## config.mk

```make
export PLATFORM = sky130hd
export DESIGN_NAME = sdram_port_arbiter
export DESIGN_NICKNAME = d
export VERILOG_FILES = /design/src/rtl/sdram_port_arbiter.sv
export SDC_FILE = /design/constraint.sdc
export NUM_CORES = 1
export LEC_CHECK = 0
export BUFFER_PORTS_ARGS = -buffer_cell sky130_fd_sc_hd__buf_2
export CORE_MARGIN = 1
export CORE_UTILIZATION = 35
export CTS_CLUSTER_SIZE = 28
export DETAILED_ROUTE_END_ITERATION = 8
export PLACE_DENSITY_LB_ADDON = 0.25
export SLEW_MARGIN = 15
export SYNTH_ARGS = -nofsm -noshare
export SYNTH_HDL_FRONTEND = slang
export SYNTH_SLANG_ARGS = --single-unit
```

## constraint.sdc

```tcl
create_clock -name clk -period 5.8 [get_ports clk]
set_input_delay 1.16 -clock clk [delete_from_list [all_inputs] [get_ports clk]]
set_output_delay 1.16 -clock clk [all_outputs]
set_load 0.02 [all_outputs]
```

## src/rtl/sdram_port_arbiter.sv

```systemverilog
// sdram_port_arbiter
//   Shares one byte-wide SDRAM controller port between three clients:
//   port 0 = CPU (ROM/cart RAM), port 1 = save-RAM backup engine,
//   port 2 = ROM loader. Client handshake is level req / one-cycle ack.
//   On the controller side, reads use an edge-triggered rd with a rd_rdy busy
//   flag, and writes use a we/we_ack toggle pair. Only one access is in flight.
//
// Ports
//   clk, reset            controller clock, synchronous active-high reset
//   cN_req/we/addr/din    client N request (level, held until cN_ack)
//   cN_ack                one-cycle completion pulse to client N
//   cN_dout               last read result for client N (0xFF after an abort)
//   mem_raddr, mem_rd     read address / read request (rising edge starts a read)
//   mem_rd_rdy, mem_dout  controller busy flag (0 = read in flight) / read data
//   mem_waddr, mem_din    write address / write data
//   mem_we, mem_we_ack    write toggle / controller's copy on completion
//   timeout               one-cycle pulse when an access is aborted
module sdram_port_arbiter #(
    parameter int AW      = 25,
    parameter int TIMEOUT = 255
) (
    input  logic          clk,
    input  logic          reset,
    input  logic          c0_req,
    input  logic          c0_we,
    input  logic [AW-1:0] c0_addr,
    input  logic [7:0]    c0_din,
    output logic          c0_ack,
    output logic [7:0]    c0_dout,
    input  logic          c1_req,
    input  logic          c1_we,
    input  logic [AW-1:0] c1_addr,
    input  logic [7:0]    c1_din,
    output logic          c1_ack,
    output logic [7:0]    c1_dout,
    input  logic          c2_req,
    input  logic          c2_we,
    input  logic [AW-1:0] c2_addr,
    input  logic [7:0]    c2_din,
    output logic          c2_ack,
    output logic [7:0]    c2_dout,
    output logic [AW-1:0] mem_raddr,
    output logic          mem_rd,
    input  logic          mem_rd_rdy,
    input  logic [7:0]    mem_dout,
    output logic [AW-1:0] mem_waddr,
    output logic [7:0]    mem_din,
    output logic          mem_we,
    input  logic          mem_we_ack,
    output logic          timeout
);

    typedef enum logic [2:0] {
        IDLE,
        RD_ISSUE,
        RD_WAIT,
        WR_ISSUE,
        WR_WAIT,
        DONE
    } state_t;

    localparam logic [7:0] WAIT_LIMIT = 8'(TIMEOUT);

    state_t        state;
    logic [1:0]    gnt;
    logic          rr;          // 0: port 1 preferred, 1: port 2 preferred
    logic [7:0]    wait_cnt;
    logic [2:0]    ack;
    logic [2:0]    req;

    logic [1:0]    pick;
    logic          pick_vld;
    logic [AW-1:0] pick_addr;
    logic [7:0]    pick_din;
    logic          pick_we;

    logic          in_wait;
    logic          rd_accepted;
    logic          finish_ok;
    logic          expired;
    logic          complete;
    logic          load_dout;
    logic [7:0]    rd_result;

    assign req    = {c2_req, c1_req, c0_req};
    assign c0_ack = ack[0];
    assign c1_ack = ack[1];
    assign c2_ack = ack[2];

    function automatic logic [2:0] port_mask(input logic [1:0] p);
        port_mask = 3'b000;
        case (p)
            2'd0:    port_mask = 3'b001;
            2'd1:    port_mask = 3'b010;
            2'd2:    port_mask = 3'b100;
            default: port_mask = 3'b000;
        endcase
    endfunction

    // Port 0 always wins; ports 1 and 2 share by the rr bit.
    always_comb begin
        pick_vld = |req;
        if (req[0]) begin
            pick = 2'd0;
        end else if (req[1] && (!req[2] || !rr)) begin
            pick = 2'd1;
        end else begin
            pick = 2'd2;
        end
    end

    always_comb begin
        case (pick)
            2'd1: begin
                pick_addr = c1_addr;
                pick_din  = c1_din;
                pick_we   = c1_we;
            end
            2'd2: begin
                pick_addr = c2_addr;
                pick_din  = c2_din;
                pick_we   = c2_we;
            end
            default: begin
                pick_addr = c0_addr;
                pick_din  = c0_din;
                pick_we   = c0_we;
            end
        endcase
    end

    // rd_rdy may still read 1 when RD_ISSUE is entered, so a read only
    // completes after the controller has been seen busy (RD_WAIT).
    always_comb begin
        in_wait     = (state == RD_ISSUE) || (state == RD_WAIT) || (state == WR_WAIT);
        rd_accepted = (state == RD_ISSUE) && !mem_rd_rdy;
        finish_ok   = ((state == RD_WAIT) && mem_rd_rdy) ||
                      ((state == WR_WAIT) && (mem_we_ack == mem_we));
        expired     = in_wait && !rd_accepted && !finish_ok && (wait_cnt == WAIT_LIMIT);
        complete    = finish_ok || expired;
        load_dout   = ((state == RD_WAIT) && finish_ok) ||
                      (expired && (state != WR_WAIT));
        rd_result   = expired ? 8'hFF : mem_dout;
    end

    always_ff @(posedge clk) begin
        if (reset) begin
            state    <= IDLE;
            gnt      <= 2'd0;
            rr       <= 1'b0;
            wait_cnt <= 8'd0;
            ack      <= 3'b000;
            mem_rd   <= 1'b0;
            mem_we   <= mem_we_ack;   // withdraw a write the controller has not taken
            timeout  <= 1'b0;
        end else begin
            ack     <= complete ? port_mask(gnt) : 3'b000;
            timeout <= expired;
            if (expired) begin
                mem_rd   <= 1'b0;
                mem_we   <= mem_we_ack;
                state    <= DONE;
                wait_cnt <= 8'd0;
            end else begin
                case (state)
                    IDLE: begin
                        wait_cnt <= 8'd0;
                        if (pick_vld) begin
                            gnt       <= pick;
                            mem_raddr <= pick_addr;
                            mem_waddr <= pick_addr;
                            mem_din   <= pick_din;
                            if (pick != 2'd0) begin
                                rr <= (pick == 2'd1);
                            end
                            if (pick_we) begin
                                state <= WR_ISSUE;
                            end else begin
                                state  <= RD_ISSUE;
                                mem_rd <= 1'b1;
                            end
                        end
                    end
                    RD_ISSUE: begin
                        if (rd_accepted) begin
                            mem_rd   <= 1'b0;
                            state    <= RD_WAIT;
                            wait_cnt <= 8'd0;
                        end else begin
                            wait_cnt <= wait_cnt + 8'd1;
                        end
                    end
                    RD_WAIT, WR_WAIT: begin
                        if (finish_ok) begin
                            state    <= DONE;
                            wait_cnt <= 8'd0;
                        end else begin
                            wait_cnt <= wait_cnt + 8'd1;
                        end
                    end
                    WR_ISSUE: begin
                        mem_we   <= ~mem_we;
                        state    <= WR_WAIT;
                        wait_cnt <= 8'd0;
                    end
                    DONE: begin
                        state    <= IDLE;
                        wait_cnt <= 8'd0;
                    end
                    default: begin
                        state <= IDLE;
                    end
                endcase
            end
        end
    end

    // Read results stay put until the next read for the same port.
    always_ff @(posedge clk) begin
        if (reset) begin
            c0_dout <= 8'h00;
            c1_dout <= 8'h00;
            c2_dout <= 8'h00;
        end else if (load_dout) begin
            if (gnt == 2'd0) c0_dout <= rd_result;
            if (gnt == 2'd1) c1_dout <= rd_result;
            if (gnt == 2'd2) c2_dout <= rd_result;
        end
    end

endmodule

```

==> impl_metrics.tcl <==
set metrics [dict create \
    status "completed" \
    cts_resized 0 \
    synth.top_cell.area_share 0.254 \
    post_drt_via_cell_ratio 5.20 \
    setup_tns_ns 0 \
    grt_antenna_before_repair 0 \
    initial_core_util 0.365 \
    syn-instance-count 403 \
    cts_tree "built" \
    endpoint_kind "flip-flop" \
    tightest_slew_ns 0.936 \
    drt_iter0_markers 240 \
    fin_ws_ns 2.53 \
    holdBufCountCts 0 \
    cts_root_buf "clkbuf_16" \
    p_per_area_mw_per_mm2 375 \
    chipHeight_um 109 \
    drt_pass1_iterations 5 \
    dp_slack_ns 2.18 \
    path_cells "buf_2 -> xor2_1 -> a211o_1 -> a21o_4 -> nor2_4" \
    ys.flop_type "dfxtp_1" \
    grt_max_degree 73 \
    grt_pass1_wl_um 16600 \
    core.rowCount 38 \
    antenna_cells 0 \
    core-area_mm2 0.0110 \
    yosys-top-cells-area "edfxtp_1, dfxtp_1, mux2i_1, a311oi_1, buf_4" \
    critical_path.max_stage_delay_ns 0.69 \
    grt_remaining_overflow 0 \
    synth_nets 521 \
    clock_latency_ns 0.34 \
    yosys.cell_types.count 45 \
    period_share 0.564 \
    synth_edf_count 34 \
    cp_slowest_cell "nor2_4" \
    cts_max_path_buffers 2 \
    drv_slew 0 \
    yosysTopAreaCell "edfxtp_1" \
    netlist_top_cells_count "nand2_1, dfxtp_1, mux2i_1, o21ai_0, edfxtp_1" \
    clock-sinks 77 \
    synth-warning-count 0 \
    grtUsageTotal 0.182 \
    seq_area_frac_synth 0.469 \
    syn_avg_cell_area_um2 9.96 \
    setup_viol 0 \
    gp_congestion 0.792 \
    post_cts_buffers 0 \
    worst-path-max-fanout 33 \
    dr_total_vias 3685 \
    area_growth_pct 29.1 \
    hpwl_um 8240 \
    grt_pass1_vias 3286 \
    post_drt_wl_per_cell_um 16.1 \
    multi_input_comb_area_mm2 0.00177 \
    rsz0062_at_grt "no" \
    drc_errors 0 \
    cp-start-kind "input port" \
    io_buffers 204 \
    hp-class "flip-flop to flip-flop" \
    die_area_mm2 0.0119 \
    crit_type "input port to flip-flop" \
    n_fill_cell 1051 \
    power.leakage_nw 2.26 \
    ys_ff_latch 77 \
    die_w_um 109 \
    path_clk_slew_ns 0.06 \
    h-tree-depth 3 \
    max-vdd-ir-drop_uv 263 \
    cap_violations 0 \
    synth_area_mm2 0.00401 \
    max_slew_margin 0.376 \
    postRouteAntennaNets 0 \
    fmax_mhz 306 \
    yosysMostFrequentCell "nand2_1" \
    hold_viol_final 0 \
    cp_data_arrival_time_ns 3.23 \
    nets 681 \
    min_period_ns 3.27 \
    drive_gt1_frac 0.410 \
    regArea_mm2 0.00188 \
    cts_buffers 9 \
    finClkSkew_ns 0.0101 \
    wl_um 11400 \
    ios 205 \
    async_reset_ff_frac 0 \
    required_ns 5.76 \
]
[sequential cells by signal (all words and copies together) (netlist names)]
signal     cells
c1_dout        8
wait_cnt       8
timeout        1
ack            3
rr             1
c0_dout        8
c2_dout        8
state          3
gnt            2
mem_rd         1
mem_we         1
mem_din        8
mem_waddr     25
[critical path: cells and delay by family]
family / cells / cell delay (ns)
xor+xnor: 1 / 0.17
compound gates: 2 / 1.07
simple gates: 1 / 0.69
buf+inv: 1 / 0.11
[placed cells by master (no fill, tap or decap), drive strengths merged, types with 3 or more instances in the layout]
| cell | count |
|---|---|
| buf | 207 |
| nand2 | 46 |
| dfxtp | 43 |
| mux2i | 36 |
| o21ai | 36 |
| edfxtp | 34 |
| nor3 | 33 |
| a311oi | 25 |
| o22ai | 23 |
| clkbuf | 11 |
| a21oi | 8 |
| nor3b | 5 |
| xnor2 | 5 |
| inv | 5 |
| nor2b | 4 |
| xor2 | 4 |
| nand2b | 4 |
| nor2 | 4 |
| nand3 | 3 |
| nor4b | 3 |
| nor4 | 3 |
[where the power goes]
group / switching (W) / internal (W)
combinational: 0.000415 / 0.000227
clock: 0.000225 / 0.000331
sequential: 0.0000756 / 0.000670
total: 0.000716 / 0.00123
[final cells by class]
cell class	count	share of cell area
clock inverters	5	0.00773
inverters	3	0.00217
multi-input cells	265	0.341
well taps	140	0.0338
flip-flops and latches	77	0.363
clock buffers	11	0.0510
repair buffers	207	0.201
[metrics by stage]
step / cell area [µm²] / hold WS, ns / std cells / power (W) / utilization
global route: 5180 / 0.526 / 708 / 0.00203 / 0.472
CTS: 5180 / 0.495 / 708 / 0.00195 / 0.472
finish: 5180 / 0.496 / 708 / 0.00194 / 0.472
detailed placement: 4880 / 0.486 / 692 / 0.00140 / 0.444
floorplan: 4010 / 0.451 / 403 / 0.00125 / -
global placement: 4880 / 0.490 / 692 / 0.00139 / 0.444
[path summary, 6_finish.rpt]
path                          from                      end  slack (ns)  cells after the start
max                     mem_we_ack  mem_waddr[21]$_DFFE_PP_        2.53                      5
min reg2reg    mem_rd$_SDFFE_PP0P_      mem_rd$_SDFFE_PP0P_        0.50                      2
min            mem_rd$_SDFFE_PP0P_      mem_rd$_SDFFE_PP0P_        0.50                      2
max reg2reg  state[0]$_SDFFE_PP0P_  mem_waddr[21]$_DFFE_PP_        2.81                      4
[cells by family (layout without fill, tap and decap cells)]
logic type,Yosys count,count (layout),synth area share
adders and majority gates,1,1,0.00312
muxes,36,36,0.0898
xor gates and xnor gates,9,9,0.0196
DFF,77,77,0.469
and+or+nand+nor,114,114,0.149
AOI/OAI and AO/OA,105,105,0.173
buffers and inverters,61,226,0.0957
[routing by layer]
metal | wire, µm | track usage
met5 | 0 | 0
met4 | 78 | 0.0386
met3 | 820 | 0.0424
met2 | 5740 | 0.324
met1 | 4750 | 0.223
No activity file was read; power rests on OpenSTA's default activity.
